==> config.mk <==
export PLATFORM = sky130hd
export DESIGN_NAME = clint_timer
export DESIGN_NICKNAME = d
export VERILOG_FILES = /design/src/rtl/clint_pkg.sv /design/src/rtl/irq_synchronizer.sv /design/src/rtl/clint_timer.sv
export SDC_FILE = /design/constraint.sdc
export NUM_CORES = 1
export LEC_CHECK = 0
export CORE_UTILIZATION = 49
export DETAILED_ROUTE_END_ITERATION = 8
export GPL_TIMING_DRIVEN = 1
export HOLD_SLACK_MARGIN = 0.06
export PLACE_DENSITY = 0.75
export SETUP_SLACK_MARGIN = 0.1
export SYNTH_ARGS = -nofsm -noshare
export SYNTH_HDL_FRONTEND = slang
export SYNTH_SLANG_ARGS = --single-unit
==> constraint.sdc <==
create_clock -name clk -period 7.6 [get_ports clk]
set_input_delay 1.52 -clock clk [delete_from_list [all_inputs] [get_ports clk]]
set_output_delay 1.52 -clock clk [all_outputs]
set_load 0.02 [all_outputs]
==> src/rtl/clint_pkg.sv <==
// Shared definitions for the CLINT timer block: register offsets, reset values,
// bus window decode and byte-merge helpers.
package clint_pkg;

  localparam logic [31:0] DEFAULT_BASE_ADDR = 32'h0200_0000;
  localparam int unsigned WINDOW_BITS       = 16;

  localparam logic [15:0] MSIP_OFF        = 16'h0000;
  localparam logic [15:0] MTIMECMP_LO_OFF = 16'h4000;
  localparam logic [15:0] MTIMECMP_HI_OFF = 16'h4004;
  localparam logic [15:0] MTIME_LO_OFF    = 16'hBFF8;
  localparam logic [15:0] MTIME_HI_OFF    = 16'hBFFC;

  localparam logic [63:0] MTIMECMP_RST = 64'hFFFF_FFFF_FFFF_FFFF;

  typedef enum logic {
    BUS_IDLE,
    BUS_RESP
  } bus_state_e;

  typedef enum logic [2:0] {
    SEL_NONE,
    SEL_MSIP,
    SEL_CMP_LO,
    SEL_CMP_HI,
    SEL_TIME_LO,
    SEL_TIME_HI
  } reg_sel_e;

  function automatic logic [31:0] merge_bytes(input logic [31:0] old_val,
                                              input logic [31:0] wdata,
                                              input logic [3:0]  strobe);
    logic [31:0] res;
    for (int i = 0; i < 4; i++) begin
      res[8*i +: 8] = strobe[i] ? wdata[8*i +: 8] : old_val[8*i +: 8];
    end
    return res;
  endfunction

  // Addresses outside the 64 KiB window decode to SEL_NONE, same as unmapped offsets.
  function automatic reg_sel_e decode(input logic [31:0] base, input logic [31:0] address);
    reg_sel_e sel;
    sel = SEL_NONE;
    if (address[31:WINDOW_BITS] == base[31:WINDOW_BITS]) begin
      case ({address[15:2], 2'b00})
        MSIP_OFF:        sel = SEL_MSIP;
        MTIMECMP_LO_OFF: sel = SEL_CMP_LO;
        MTIMECMP_HI_OFF: sel = SEL_CMP_HI;
        MTIME_LO_OFF:    sel = SEL_TIME_LO;
        MTIME_HI_OFF:    sel = SEL_TIME_HI;
        default:         sel = SEL_NONE;
      endcase
    end
    return sel;
  endfunction

endpackage

==> src/rtl/irq_synchronizer.sv <==
// Multi-flop synchroniser for an asynchronous level interrupt input.
module irq_synchronizer #(
  parameter int unsigned STAGES = 2
) (
  input  logic clk,
  input  logic reset,
  input  logic level,
  output logic synced
);

  logic [STAGES-1:0] chain;

  always_ff @(posedge clk or posedge reset) begin
    if (reset) begin
      chain <= '0;
    end else begin
      chain <= {chain[STAGES-2:0], level};
    end
  end

  assign synced = chain[STAGES-1];

endmodule

==> src/rtl/clint_timer.sv <==
// Machine-level interrupt source: 64-bit mtime/mtimecmp, msip and external IRQ sync,
// exposed as a single-outstanding 32-bit valid/ready bus slave.
module clint_timer
  import clint_pkg::*;
#(
  parameter logic [31:0] BASE_ADDR   = DEFAULT_BASE_ADDR,
  parameter int unsigned TICK_DIV    = 1,
  parameter int unsigned SYNC_STAGES = 2
) (
  input  logic        clk,
  input  logic        reset,
  input  logic        req_valid,
  output logic        req_ready,
  input  logic        req_write,
  input  logic [31:0] req_address,
  input  logic [31:0] req_wdata,
  input  logic [3:0]  req_strobe,
  output logic        resp_valid,
  input  logic        resp_ready,
  output logic [31:0] resp_data,
  output logic        resp_error,
  input  logic        ext_irq,
  output logic        mtip,
  output logic        msip,
  output logic        meip
);

  localparam int unsigned      PRE_W   = (TICK_DIV > 1) ? $clog2(TICK_DIV) : 1;
  localparam logic [PRE_W-1:0] PRE_MAX = PRE_W'(TICK_DIV - 1);

  // Handshake: a request transfers on an edge where req_valid && req_ready; its response
  // appears after that edge and holds (valid, data, error) until resp_valid && resp_ready.
  bus_state_e  state;
  bus_state_e  state_next;
  reg_sel_e    sel;
  logic        accept;
  logic        wr_en;
  logic        rd_en;
  logic [31:0] rdata;

  logic [PRE_W-1:0] prescaler;
  logic             tick;
  logic [63:0]      mtime;
  logic [63:0]      mtime_next;
  logic [63:0]      mtimecmp;
  logic [63:0]      mtimecmp_next;
  logic [31:0]      shadow;

  assign resp_valid = (state == BUS_RESP);
  assign req_ready  = !resp_valid || resp_ready;
  assign accept     = req_valid && req_ready;
  assign wr_en      = accept && req_write;
  assign rd_en      = accept && !req_write;
  assign sel        = decode(BASE_ADDR, req_address);
  assign tick       = (prescaler == PRE_MAX);

  always_ff @(posedge clk or posedge reset) begin
    if (reset) begin
      state <= BUS_IDLE;
    end else begin
      state <= state_next;
    end
  end

  always_comb begin
    state_next = state;
    if (accept) begin
      state_next = BUS_RESP;
    end else if (resp_ready) begin
      state_next = BUS_IDLE;
    end
  end

  always_comb begin
    rdata = '0;
    case (sel)
      SEL_MSIP:    rdata = {31'b0, msip};
      SEL_CMP_LO:  rdata = mtimecmp[31:0];
      SEL_CMP_HI:  rdata = mtimecmp[63:32];
      SEL_TIME_LO: rdata = mtime[31:0];
      SEL_TIME_HI: rdata = shadow;
      default:     rdata = '0;
    endcase
  end

  // A bus write to either mtime half replaces that cycle's increment entirely.
  always_comb begin
    mtime_next = mtime;
    if (tick) begin
      mtime_next = mtime + 64'd1;
    end
    if (wr_en && sel == SEL_TIME_LO) begin
      mtime_next = {mtime[63:32], merge_bytes(mtime[31:0], req_wdata, req_strobe)};
    end else if (wr_en && sel == SEL_TIME_HI) begin
      mtime_next = {merge_bytes(mtime[63:32], req_wdata, req_strobe), mtime[31:0]};
    end
  end

  always_comb begin
    mtimecmp_next = mtimecmp;
    if (wr_en && sel == SEL_CMP_LO) begin
      mtimecmp_next = {mtimecmp[63:32], merge_bytes(mtimecmp[31:0], req_wdata, req_strobe)};
    end else if (wr_en && sel == SEL_CMP_HI) begin
      mtimecmp_next = {merge_bytes(mtimecmp[63:32], req_wdata, req_strobe), mtimecmp[31:0]};
    end
  end

  always_ff @(posedge clk or posedge reset) begin
    if (reset) begin
      prescaler <= '0;
      mtime     <= '0;
      mtimecmp  <= MTIMECMP_RST;
      mtip      <= 1'b0;
    end else begin
      prescaler <= tick ? '0 : prescaler + 1'b1;
      mtime     <= mtime_next;
      mtimecmp  <= mtimecmp_next;
      mtip      <= (mtime_next >= mtimecmp_next);
    end
  end

  // Reading mtime lo latches the upper half so the following hi read is tear-free.
  always_ff @(posedge clk or posedge reset) begin
    if (reset) begin
      msip       <= 1'b0;
      shadow     <= '0;
      resp_data  <= '0;
      resp_error <= 1'b0;
    end else begin
      if (wr_en && sel == SEL_MSIP && req_strobe[0]) begin
        msip <= req_wdata[0];
      end
      if (rd_en && sel == SEL_TIME_LO) begin
        shadow <= mtime[63:32];
      end
      if (accept) begin
        resp_data  <= req_write ? 32'd0 : rdata;
        resp_error <= (sel == SEL_NONE);
      end
    end
  end

  irq_synchronizer #(
    .STAGES(SYNC_STAGES)
  ) u_sync (
    .clk   (clk),
    .reset (reset),
    .level (ext_irq),
    .synced(meip)
  );

endmodule

---- Word-level counts from Yosys, hierarchy flattened ----
Cells that the tools add are included.
Widths: inputs -> output; s select.
storage, ports and cells
  word-level logic and storage cells ...... 67
  register bits ........................... 199
operators by class
  $add $sub $neg .......................... 2
  equality and inequality tests ........... 10
  reduce and logical (&&, ||, !) cells .... 16
  magnitude comparators ................... 1
  multiplexer cells ....................... 28
operators by type and width
  kind                   count
  $mux 64                5
  $pmux 32 s5            1
  $mux 8                 16
  $add 64x1->64 const B  1
  $ge 64x64->1           1
  $mux 32                1
  $eq 14x13->1 const B   2
  $eq 14x14->1 const B   2
  $eq 16x10->1 const B   1
  $pmux 3 s5             1
  $logic_not 14->1       1
  $logic_and 1x1->1      10
  $eq 3x2->1 const B     2
  $eq 3x3->1 const B     2
  $eq 3x1->1 const B     1
  $logic_not 3->1        1
  $mux 1                 3
  $mux 3                 1
  $logic_not 1->1        2
  $reduce_bool 2->1      1
  $add 1x1->1 const B    1
  $logic_or 1x1->1       1

---- Depth between registers and ports, before layout ----
Gate-level depths: netlist (run 1).
  depth in word-level cells ............... 8
  mapped depth ............................ 16
  gate-level depth less buffers ........... 13

---- Hierarchy ----
Synthesis (run 1) repeated with hierarchy kept, for this count alone.
second synthesis, totals
  cell total of the unflattened synthesis .. 1109
  area, all modules ....................... 11389.7 µm²
by module, submodules not included
  module            cells an instance  seq. area each (µm²)  instances  area an instance (µm²)
  clint_timer       1106               4984.8                1          11335.9
  irq_synchronizer  3                  50.0                  1          53.8

---- Worst setup path after synthesis (run 1) ----
Ideal clock, no wire load.
  path kind ............................... input -> register
  from .................................... input resp_ready
  to ...................................... register mtip
  slack ................................... 2921 ps
  arrival time ............................ 4554 ps
  data required time ...................... 7475 ps
  stages .................................. 15
  cell sequence ........................... nand2b_1 > and3_1 > and3_1 > clkbuf_1 > or4_1 > buf_2 > o32ai_1 > nor2_1 > ha_1 > a21oi_1 > o21ai_0 > a221oi_1 > o211ai_1 > a41oi_1 > a21oi_1
between the ends
  longest elaborated chain between the ends .. 7
  elaborated cells on any way between the ends .. 12
  those cells by class .................... order compare (1); mux (4); reduce/logical (7)
ends and longest elaborated chain
  element                 RTL line            source
  start: declaration      clint_timer.sv:19   input logic resp_ready,
  $logic_or 1x1->1 (*)    clint_timer.sv:50   assign req_ready = !resp_valid || resp_ready;
  $logic_and 1x1->1 (*)   clint_timer.sv:51   assign accept = req_valid && req_ready;
  $logic_and 1x1->1 (*)   clint_timer.sv:52   assign wr_en = accept && req_write;
  $logic_and 1x1->1       clint_timer.sv:94   end else if (wr_en && sel == SEL_TIME_HI) begin
  $mux 64                 clint_timer.sv:94
  $mux 64 (*)             clint_timer.sv:92   if (wr_en && sel == SEL_TIME_LO) begin
  net mtime_next[59]      clint_timer.sv:44   logic [63:0] mtime_next;
  $ge 64x64->1 (*)        clint_timer.sv:118  mtip <= (mtime_next >= mtimecmp_next);
  end signal: assignment  clint_timer.sv:118
  end: declaration        clint_timer.sv:23   output logic mtip,
The timed path passes the listed nets; every way through them passes the cells marked *.
A chain may end at the register's enable or synchronous reset.

---- Worst setup path after layout (run 1) ----
  from .................................... input req_address[14]
  to ...................................... register mtip
between the ends
  longest elaborated chain between the ends .. 8
  elaborated cells on any way between the ends .. 20
  those cells by class .................... order compare (1); eq/ne (8); mux (6); reduce/logical (5)
ends and longest elaborated chain
  element                                     RTL line            source
  start: declaration                          clint_timer.sv:15   input logic [31:0] req_address,
  $eq 14x14->1, or another cell as far along  clint_pkg.sv:45     case ({address[15:2], 2'b00})
  $pmux 3 s5 (*)                              clint_pkg.sv:45
  $mux 3 (*)                                  clint_pkg.sv:44     if (address[31:WINDOW_BITS] == base[31:WINDOW_BITS]) begin
  $eq 3x3->1                                  clint_timer.sv:94
  $logic_and 1x1->1                           clint_timer.sv:94
  $mux 64                                     clint_timer.sv:94
  $mux 64 (*)                                 clint_timer.sv:92
  net mtime_next[13]                          clint_timer.sv:44
  $ge 64x64->1 (*)                            clint_timer.sv:118
Marks and branches as above.

==> run_results.csv, run 1 <==
group,metric,value,unit
critical_path,r2r.worst_path.cells,13,
detailed_routing,route.detailed.drc,0,
critical_path,worst-path-max-fanout,8,
sta,finalClockSkew,11.7,ps
detailed_routing,routed_wl,34500,um
pwr,vdd_ir_drop_max,0.139,mV
logic_synthesis,syn-mean-instance-area,10.1,sq um
pwr,power-per-cell-area,158,nW/um^2
logic_synthesis,syn_inst,1166,
clock_network,post_cts_hold_buffer_count,0,
global_routing,globalRouteOverflowTotal,0,
logic_synthesis,seq_area_frac_synth,0.429,
logic_synthesis,synthFlopType,"sky130_fd_sc_hd__dfrtp_1",
min_path,holdCritStartpoint,"u_sync.chain[0]",
cells_and_area,post-route-cell-area,13700,sq um
global_routing,antenna_found_initial,0,
logic_synthesis,proportion_of_netlist_area_held_by_the_largest_area_contributor,0.286,
logic_synthesis,yosysTopAreaCell,"sky130_fd_sc_hd__dfrtp_1",
global_routing,global_route.usage.total,0.294,
placed_design,placement.cell_area,13100,sq um
sta,finalHoldViolCount,0,
detailed_routing,ant_nets,0,
logic_synthesis,yosys_warnings,0,
clock_network,htree_levels,4,
detailed_routing,vias_after_detailed_routing,10098,
die,floorplan.io_pins,112,
sta,finalWorstPathRequiredPeriod,5810,ps
sta,setup_viol,0,
critical_path,setup.worst_path.start,"req_address[14]",
clock_network,clk_transition_reported_paths,80,ps
min_path,min_delay_path_depth,0,
die,die_height,157,um
global_routing,vias_in_the_first_global_route,9849,
detailed_routing,drt-pass1-iter-count,8,
critical_path,r2r_start,"mtime[43]",
run_status,run_status,"finished clean",
critical_path,critical_path_arrival,6140,ps
sta,timing.final.ws_setup,1790,ps
die,chipWidth,157,um
detailed_routing,via_count_normalized_by_instance_count,6.38,
placed_design,routabilityCongestion,0.927,
cells_and_area,syn2layout_area_growth,17.1,%
critical_path,crit_path_kind,"input pin to flop",
clock_network,cts_tree,"built",
critical_path,worstSetupEndpointType,"flop",
critical_path,critical_path.reg2reg.endpoint,"mtip",
global_routing,pin_count_of_the_biggest_net_entering_global_routing,71,
clock_network,cts_buffers,17,
clock_network,postCtsResizedCells,0,
logic_synthesis,synthesis.area,11700,sq um
cells_and_area,post_route_core_utilization,0.585,
detailed_routing,route.detailed.wl_per_inst,21.8,um
critical_path,regToRegSetupSlack,2930,ps
logic_synthesis,asyncSetResetFlopFracSynth,1.00,
cells_and_area,n_antenna_cell,0,
clock_network,clockRootBuffer,"sky130_fd_sc_hd__clkbuf_16",
critical_path,required,7920,ps
die,fp-row-count,56,
sta,fin_setup_tns,0,ps
cells_and_area,drive_above_1_share,0.160,
sta,tightest_slew,1030,ps
pwr,finalPower,2170,uW
clock_network,ctsLongestPathBuffers,2,
cells_and_area,final_nets,1391,
logic_synthesis,postSynthNetCount,1305,
logic_synthesis,synth_enable_flop_cells,0,
die,die_ar,24600,sq um
min_path,hold_path_end,"u_sync.chain[1]",
pwr,leakage,0.00633,uW
clock_network,insertion_delay_of_the_later_clocked_pin_in_the_worst_skew_pair,450,ps
flow_run,max_capacitance_violation_total,0,
detailed_routing,first_iter_violations,941,
sta,ratio_of_final_minimum_period_to_clock_period,0.765,
clock_network,post-cts-setup-buffer-count,0,
min_path,worst_hold_path_type,"flop to flop",
logic_synthesis,synth_area_leaders,"sky130_fd_sc_hd__dfrtp_1, sky130_fd_sc_hd__dfstp_2, sky130_fd_sc_hd__ha_1",
sta,clock.fmax,172,MHz
sta,timing.slew.headroom,0.309,
placed_design,place_ws,1500,ps
sta,timing.final.max_slew_violations,0,
placed_design,portBuffers,109,
die,initial_util,0.500,
logic_synthesis,synth.ff_latch_count,198,
global_routing,global_route_wire_length_before_repair,54700,um
clock_network,clock_sink_count,198,
placed_design,post-dp-hpwl,24500,um
sta,setup_repair_after_global_routing_missed_its_margin,"false",
die,core_area,23500,sq um
critical_path,worstSetupStartpointType,"input pin",
logic_synthesis,ys_types,62,
## cell families (layout without fill, tap and decap cells)
family | count (synthesis) | count (layout) | share of synthesized area
and+or+nand+nor | 387 | 387 | 0.176
AOI/OAI and AO/OA | 281 | 281 | 0.171
DFF | 198 | 198 | 0.429
muxes | 126 | 126 | 0.115
buffers and inverters | 109 | 208 | 0.0397
adders and majority gates | 65 | 65 | 0.0694
## per-layer routing
metal,global-route usage,vias up,part of all wire
met1,0.397,4931,0.43
met2,0.480,496,0.48
met4,0.0896,0,0.020
li1,-,4607,-
met5,0,-,0
met3,0.0518,64,0.074
## worst max path at each step
stage	end	slack (ps)	depth (start not counted)
after global placement	mtip	1560	14
after CTS	mtip	1960	14
final	mtip	1790	14
after floorplan	msip	790	1
after global routing	mtip	1520	15
after detailed placement	mtip	1500	14
## cell usage after synthesis (6+ instances only)
| cell type | number |
|---|---|
| sky130_fd_sc_hd__a22o_1 | 32 |
| sky130_fd_sc_hd__dfrtp_1 | 134 |
| sky130_fd_sc_hd__or3_1 | 11 |
| sky130_fd_sc_hd__mux2_2 | 58 |
| sky130_fd_sc_hd__inv_1 | 51 |
| sky130_fd_sc_hd__o22ai_1 | 12 |
| sky130_fd_sc_hd__a22oi_1 | 62 |
| sky130_fd_sc_hd__nor3_1 | 51 |
| sky130_fd_sc_hd__ha_1 | 65 |
| sky130_fd_sc_hd__dfstp_2 | 64 |
| sky130_fd_sc_hd__clkbuf_1 | 34 |
| sky130_fd_sc_hd__nand2_1 | 112 |
| sky130_fd_sc_hd__and2_1 | 6 |
| sky130_fd_sc_hd__o211ai_1 | 11 |
| sky130_fd_sc_hd__buf_2 | 17 |
| sky130_fd_sc_hd__and4_1 | 8 |
| sky130_fd_sc_hd__and3_1 | 19 |
| sky130_fd_sc_hd__a21oi_1 | 48 |
| sky130_fd_sc_hd__a21o_1 | 8 |
| sky130_fd_sc_hd__mux2i_1 | 59 |
| sky130_fd_sc_hd__mux2_1 | 9 |
| sky130_fd_sc_hd__o21ai_0 | 33 |
| sky130_fd_sc_hd__nor4_1 | 13 |
| sky130_fd_sc_hd__a211oi_1 | 24 |
| sky130_fd_sc_hd__nor2_1 | 54 |
| sky130_fd_sc_hd__o221a_2 | 8 |
| sky130_fd_sc_hd__nand3_1 | 50 |
| sky130_fd_sc_hd__nand4_1 | 34 |
## metrics by stage
step / hold WS [ps] / cells
CTS: 354 / 1584
global route: 363 / 1584
detailed placement: 336 / 1552
floorplan: 331 / 1166
global placement: 335 / 1552
finish: 351 / 1584
## report_power, final
part           switching [uW]  internal, uW  total [uW]
registers               0.328          1060        1060
logic                    64.4          41.5         106
clock network             447           561        1010
total                     512          1660        2170
## state kept, by name, summed over array words and instances, names as in the netlist
signal and cells:
resp_data 32, msip 1, mtime 64, shadow 32, mtimecmp 64, resp_error 1, u_sync.chain 2, resp_valid 1
mtip 1
## critical path: stages
cell and delay, ps:
sky130_fd_sc_hd__clkdlybuf4s50_1 470, sky130_fd_sc_hd__nand4b_1 250, sky130_fd_sc_hd__or4_1 660, sky130_fd_sc_hd__nor3_1 550
sky130_fd_sc_hd__and3_1 500, sky130_fd_sc_hd__a311oi_1 90, sky130_fd_sc_hd__a211oi_1 400, sky130_fd_sc_hd__ha_1 320
sky130_fd_sc_hd__nand4_1 180, sky130_fd_sc_hd__nor3_1 90, sky130_fd_sc_hd__a2111oi_0 670, sky130_fd_sc_hd__o31ai_1 170
sky130_fd_sc_hd__a21oi_1 170, sky130_fd_sc_hd__a21oi_1 90
## layout make-up
cell class / count / area [sq um]
clock buffers: 17 / 425
clock inverters: 15 / 215
fillers: 2001 / 9740
inverters: 51 / 199
multi-input cells: 859 / 6240
flip-flops and latches: 198 / 5030
well taps: 319 / 399
repair buffers: 125 / 1210
## placed cells by master, fill, tap and decap left out, drive strengths merged, types with 5 or more instances in the layout
cell             n
o221ai           5
clkbuf          17
a211oi          24
nor4            19
dfrtp          134
and3            19
nand2          116
o21ai           33
buf             16
mux2            67
dfstp           64
o22ai           12
nand4           35
a21oi           48
a31oi            5
o21a             5
inv             57
and4             8
a22o            32
o211ai          11
nand3           53
a21o             8
o221a            8
clkdlybuf4s50  109
nor3            52
or3             11
or4              5
and2             6
mux2i           59
a22oi           62
ha              65
nor2            54
Power figures use the tool's default switching activity.
==> run 2, diff against run 1 <==
Clock period 7.6 ns to 6 ns, I/O delays scaled along.
==> run_results.csv, run 2 (synthesized netlist as in run 1, its figures left out) <==
group,metric,value,unit
sta,tightest_slew,1050,ps
critical_path,regToRegSetupSlack,1300,ps
critical_path,worst-path-max-fanout,8,
clock_network,cts_tree,"built",
min_path,worst_hold_path_type,"flop to flop",
detailed_routing,route.detailed.wl_per_inst,21.7,um
cells_and_area,multi_input_comb_area,6240,sq um
cells_and_area,layout_commonest_cell,"sky130_fd_sc_hd__dfrtp_1",
global_routing,global_route.usage.total,0.294,
clock_network,htree_levels,4,
detailed_routing,drt-pass1-iter-count,6,
detailed_routing,routed_wl,34500,um
die,die_height,157,um
critical_path,required,6320,ps
clock_network,clock_sink_count,198,
pwr,power-per-cell-area,193,nW/um^2
clock_network,postCtsResizedCells,0,
clock_network,post_cts_hold_buffer_count,0,
detailed_routing,vias_after_detailed_routing,10265,
run_status,run_status,"finished clean",
placed_design,place_ws,529,ps
global_routing,global_route_wire_length_before_repair,54900,um
cells_and_area,most_used_cells_in_the_layout_excluding_fill_and_tap_cells,"sky130_fd_sc_hd__dfrtp_1, sky130_fd_sc_hd__nand2_1, sky130_fd_sc_hd__clkdlybuf4s50_1",
detailed_routing,ant_nets,0,
sta,setup_viol,0,
clock_network,post-cts-setup-buffer-count,0,
cells_and_area,reg_top3,"mtime x64, mtimecmp x64",
cells_and_area,fill_cells,2020,
clock_network,clockRootBuffer,"sky130_fd_sc_hd__clkbuf_16",
sta,setup_repair_after_global_routing_missed_its_margin,"false",
sta,finalHoldViolCount,0,
clock_network,insertion_delay_of_the_later_clocked_pin_in_the_worst_skew_pair,450,ps
sta,clock.fmax,196,MHz
die,die_ar,24600,sq um
cells_and_area,regArea,5030,sq um
critical_path,timing.critical_path.to,"mtip",
critical_path,worstSetupEndpointType,"flop",
detailed_routing,route.detailed.drc,0,
die,core_area,23500,sq um
critical_path,r2r_start,"mtime[14]",
sta,finalWorstPathRequiredPeriod,5100,ps
critical_path,crit_path_kind,"input pin to flop",
die,fp-row-count,56,
cells_and_area,post_route_core_utilization,0.587,
min_path,holdCritStartpoint,"u_sync.chain[0]",
pwr,vdd_ir_drop_max,0.164,mV
placed_design,portBuffers,109,
global_routing,antenna_found_initial,0,
pwr,finalPower,2650,uW
clock_network,cts_buffers,17,
flow_run,max_capacitance_violation_total,0,
detailed_routing,via_count_normalized_by_instance_count,6.44,
global_routing,globalRouteOverflowTotal,0,
detailed_routing,first_iter_violations,965,
min_path,min_delay_path_depth,0,
global_routing,vias_in_the_first_global_route,9872,
pwr,leakage,0.00636,uW
clock_network,ctsLongestPathBuffers,2,
critical_path,r2r.worst_path.cells,13,
cells_and_area,final_nets,1400,
sta,ratio_of_final_minimum_period_to_clock_period,0.849,
cells_and_area,n_antenna_cell,0,
critical_path,critical_path_arrival,5420,ps
sta,timing.final.max_slew_violations,0,
sta,finalClockSkew,11.2,ps
sta,timing.final.ws_setup,905,ps
critical_path,worstSetupStartpointType,"input pin",
sta,fin_setup_tns,0,ps
cells_and_area,syn2layout_area_growth,17.5,%
global_routing,pin_count_of_the_biggest_net_entering_global_routing,120,
die,initial_util,0.500,
sta,finalHoldWorstSlack,355,ps
critical_path,setup.worst_path.start,"req_address[14]",
clock_network,clk_transition_reported_paths,70,ps
critical_path,critical_path.reg2reg.endpoint,"mtip",
cells_and_area,drive_above_1_share,0.166,
die,chipWidth,157,um
sta,timing.slew.headroom,0.297,
placed_design,routabilityCongestion,0.919,
die,floorplan.io_pins,112,
placed_design,post-dp-hpwl,24600,um
run 2: critical path, stage by stage:
cell                              delay (ps)
sky130_fd_sc_hd__clkdlybuf4s50_1         480
sky130_fd_sc_hd__nand4b_1                260
sky130_fd_sc_hd__or4_1                   660
sky130_fd_sc_hd__nor3_1                  550
sky130_fd_sc_hd__and3_1                  480
sky130_fd_sc_hd__a311oi_1                 90
sky130_fd_sc_hd__a211oi_1                300
sky130_fd_sc_hd__ha_1                    300
sky130_fd_sc_hd__a211oi_1                260
sky130_fd_sc_hd__nor2_1                   80
sky130_fd_sc_hd__a2111oi_0               360
sky130_fd_sc_hd__o31ai_1                 140
sky130_fd_sc_hd__a21oi_1                 170
sky130_fd_sc_hd__a21oi_1                  80
run 2: report_power, final:
group	total, uW	leakage (uW)	internal (uW)	switching, uW
sequential	1340	0.00239	1340	0.421
clock	1180	0.000285	630	550
combinational	136	0.00368	54.1	81.9
run 2: per-stage QoR:
stage,instances,instance area [sq um]
2_1_floorplan,1166,11700
3_3_place_gp,1561,13200
6_report,1593,13800
3_5_place_dp,1561,13200
4_1_cts,1593,13800
5_1_grt,1593,13800
run 2: metal layers:
layer | part of all wire | vias to the layer above | GRT usage
met3 | 0.074 | 69 | 0.0523
met5 | 0 | - | 0
met4 | 0.025 | 0 | 0.0934
met1 | 0.43 | 5045 | 0.399
met2 | 0.47 | 513 | 0.474
li1 | - | 4638 | -
run 2: worst min-delay path by stage:
| stage | to | slack [ps] |
|---|---|---|
| after floorplan | u_sync.chain[1] | 330 |
| after global placement | u_sync.chain[1] | 340 |
| after detailed placement | u_sync.chain[1] | 340 |
| after CTS | u_sync.chain[1] | 350 |
| after global routing | u_sync.chain[1] | 370 |
| final | u_sync.chain[1] | 360 |
run 2: area by class of cell:
class | instances | area share
clock buffer | 18 | 0.0319
clock inverter | 14 | 0.0108
inverter | 51 | 0.0142
multi-input combinational | 859 | 0.453
sequential | 198 | 0.365
tap | 319 | 0.0290
timing repair buffer | 134 | 0.0955
==> run 3, diff against run 2 <==
Clock period 6 ns to 5.3 ns, I/O delays scaled along.
==> run_results.csv, run 3 (synthesized netlist as in run 1, its figures left out) <==
group,metric,value,unit
cells_and_area,syn2layout_area_growth,19.2,%
detailed_routing,route.detailed.wl_per_inst,21.5,um
detailed_routing,drt-pass1-iter-count,7,
cells_and_area,final_nets,1431,
cells_and_area,most_used_cells_in_the_layout_excluding_fill_and_tap_cells,"sky130_fd_sc_hd__dfrtp_1, sky130_fd_sc_hd__nand2_1, sky130_fd_sc_hd__clkdlybuf4s50_1",
clock_network,ctsLongestPathBuffers,2,
detailed_routing,ant_nets,0,
clock_network,insertion_delay_of_the_later_clocked_pin_in_the_worst_skew_pair,440,ps
sta,finalHoldViolCount,0,
die,fp-row-count,56,
global_routing,globalRouteOverflowTotal,0,
clock_network,post-cts-setup-buffer-count,0,
placed_design,post-dp-hpwl,25200,um
placed_design,placement.cell_area,13400,sq um
die,die_ar,24600,sq um
flow_run,max_capacitance_violation_total,0,
min_path,worst_hold_path_type,"flop to flop",
critical_path,crit_path_kind,"input pin to flop",
cells_and_area,drive_above_1_share,0.185,
critical_path,worstSetupEndpointType,"flop",
clock_network,cts_tree,"built",
min_path,min_delay_path_depth,0,
cells_and_area,reg_top3,"mtime x64, mtimecmp x64",
cells_and_area,n_antenna_cell,0,
sta,tightest_slew,739,ps
critical_path,worstSetupStartpointType,"input pin",
detailed_routing,vias_after_detailed_routing,10193,
sta,finalWorstPathRequiredPeriod,4890,ps
pwr,leakage,0.00648,uW
placed_design,portBuffers,109,
critical_path,r2r.worst_path.cells,14,
critical_path,critPathTopFamily,"simple AND/OR/NAND/NOR gates",
global_routing,antenna_found_initial,0,
global_routing,global_route.usage.total,0.295,
cells_and_area,layout_commonest_cell,"sky130_fd_sc_hd__dfrtp_1",
sta,finalClockSkew,12.4,ps
pwr,vdd_ir_drop_max,0.143,mV
sta,ratio_of_final_minimum_period_to_clock_period,0.923,
die,die_height,157,um
critical_path,critical_path_buf_inv_count,2,
die,initial_util,0.500,
critical_path,crit_path_frequent_cell,"sky130_fd_sc_hd__a21oi_1",
clock_network,clock_sink_count,198,
clock_network,post_cts_hold_buffer_count,0,
global_routing,global_route_wire_length_before_repair,55000,um
cells_and_area,post_route_core_utilization,0.595,
sta,timing.final.max_slew_violations,0,
clock_network,cts_buffers,17,
clock_network,clockRootBuffer,"sky130_fd_sc_hd__clkbuf_16",
sta,fin_setup_tns,0,ps
critical_path,worst-path-max-fanout,7,
critical_path,critical_path_arrival,5180,ps
sta,clock.fmax,205,MHz
placed_design,routabilityCongestion,0.928,
run_status,run_status,"finished clean",
sta,setup_repair_after_global_routing_missed_its_margin,"false",
global_routing,vias_in_the_first_global_route,9958,
clock_network,clk_transition_reported_paths,80,ps
critical_path,cp_cell_sequence,"clkdlybuf4s50_1 -> nand4b_1 -> or4_4 -> or3_1 -> o41ai_1 -> a21oi_1 -> nor3_1 -> ha_1 -> and4_1 -> a221oi_1 -> buf_4 -> o211ai_1 -> o21ai_0 -> a21oi_1",
global_routing,pin_count_of_the_biggest_net_entering_global_routing,116,
sta,setup_viol,0,
critical_path,critical-path-max-stage-delay,630,ps
die,core_area,23500,sq um
cells_and_area,post-route-cell-area,14000,sq um
die,chipWidth,157,um
critical_path,required,5590,ps
detailed_routing,route.detailed.drc,0,
detailed_routing,via_count_normalized_by_instance_count,6.28,
clock_network,htree_levels,4,
detailed_routing,first_iter_violations,905,
critical_path,critical_path_depth,14,
sta,timing.slew.headroom,0.506,
die,floorplan.io_pins,112,
critical_path,cp_slowest_cell,"sky130_fd_sc_hd__or4_4",
pwr,power-per-cell-area,209,nW/um^2
detailed_routing,routed_wl,34900,um
[run 3: repair_timing]
action	CTS	global route
endpoints found under the setup margin	0	1
endpoints found under the hold margin	0	0
resized for setup	0	1
[run 3: layer usage]
layer | GRT usage | routed length [um] | up-vias
li1 | - | - | 4684
met1 | 0.401 | 15400 | 5051
met2 | 0.479 | 16400 | 389
met3 | 0.0438 | 2170 | 69
met4 | 0.101 | 896 | 0
met5 | 0 | 0 | -
[run 3: final cells by class]
| cell class | count | area, sq um |
|---|---|---|
| multi-input combinational | 859 | 6250 |
| fill | 2019 | 9500 |
| sequential | 198 | 5030 |
| tap | 319 | 399 |
| clock buffer | 19 | 433 |
| clock inverter | 13 | 114 |
| inverter | 51 | 195 |
| timing repair buffer | 165 | 1550 |
[run 3: path summary, 6_finish.rpt]
path                                 startpoint              end  slack, ps
worst min-delay path            u_sync.chain[0]  u_sync.chain[1]        350
min in group asynchronous                 reset     resp_data[8]       1130
worst max register to register         mtime[4]             mtip        860
worst max-delay path            req_address[12]             mtip        410
worst min register to register  u_sync.chain[0]  u_sync.chain[1]        350
max in group asynchronous                 reset     mtimecmp[24]       3150
[run 3: stage by stage]
step / cells / total power [uW] / hold slack [ps] / worst slack [ps]
final: 1624 / 2920 / 351 / 411
after floorplan: 1166 / 1590 / 331 / 1080
after global routing: 1624 / 3000 / 358 / 179
after detailed placement: 1592 / 1700 / 336 / 62.6
after global placement: 1592 / 1700 / 335 / 128
after CTS: 1624 / 2930 / 354 / 520
[run 3: report_power, final]
| part | total [uW] | leakage, uW | switching (uW) | internal (uW) |
|---|---|---|---|---|
| clock network | 1250 | 0.000255 | 635 | 616 |
| registers | 1510 | 0.00239 | 0.538 | 1510 |
| logic | 157 | 0.00384 | 94.1 | 62.7 |
| total | 2920 | 0.00648 | 729 | 2190 |
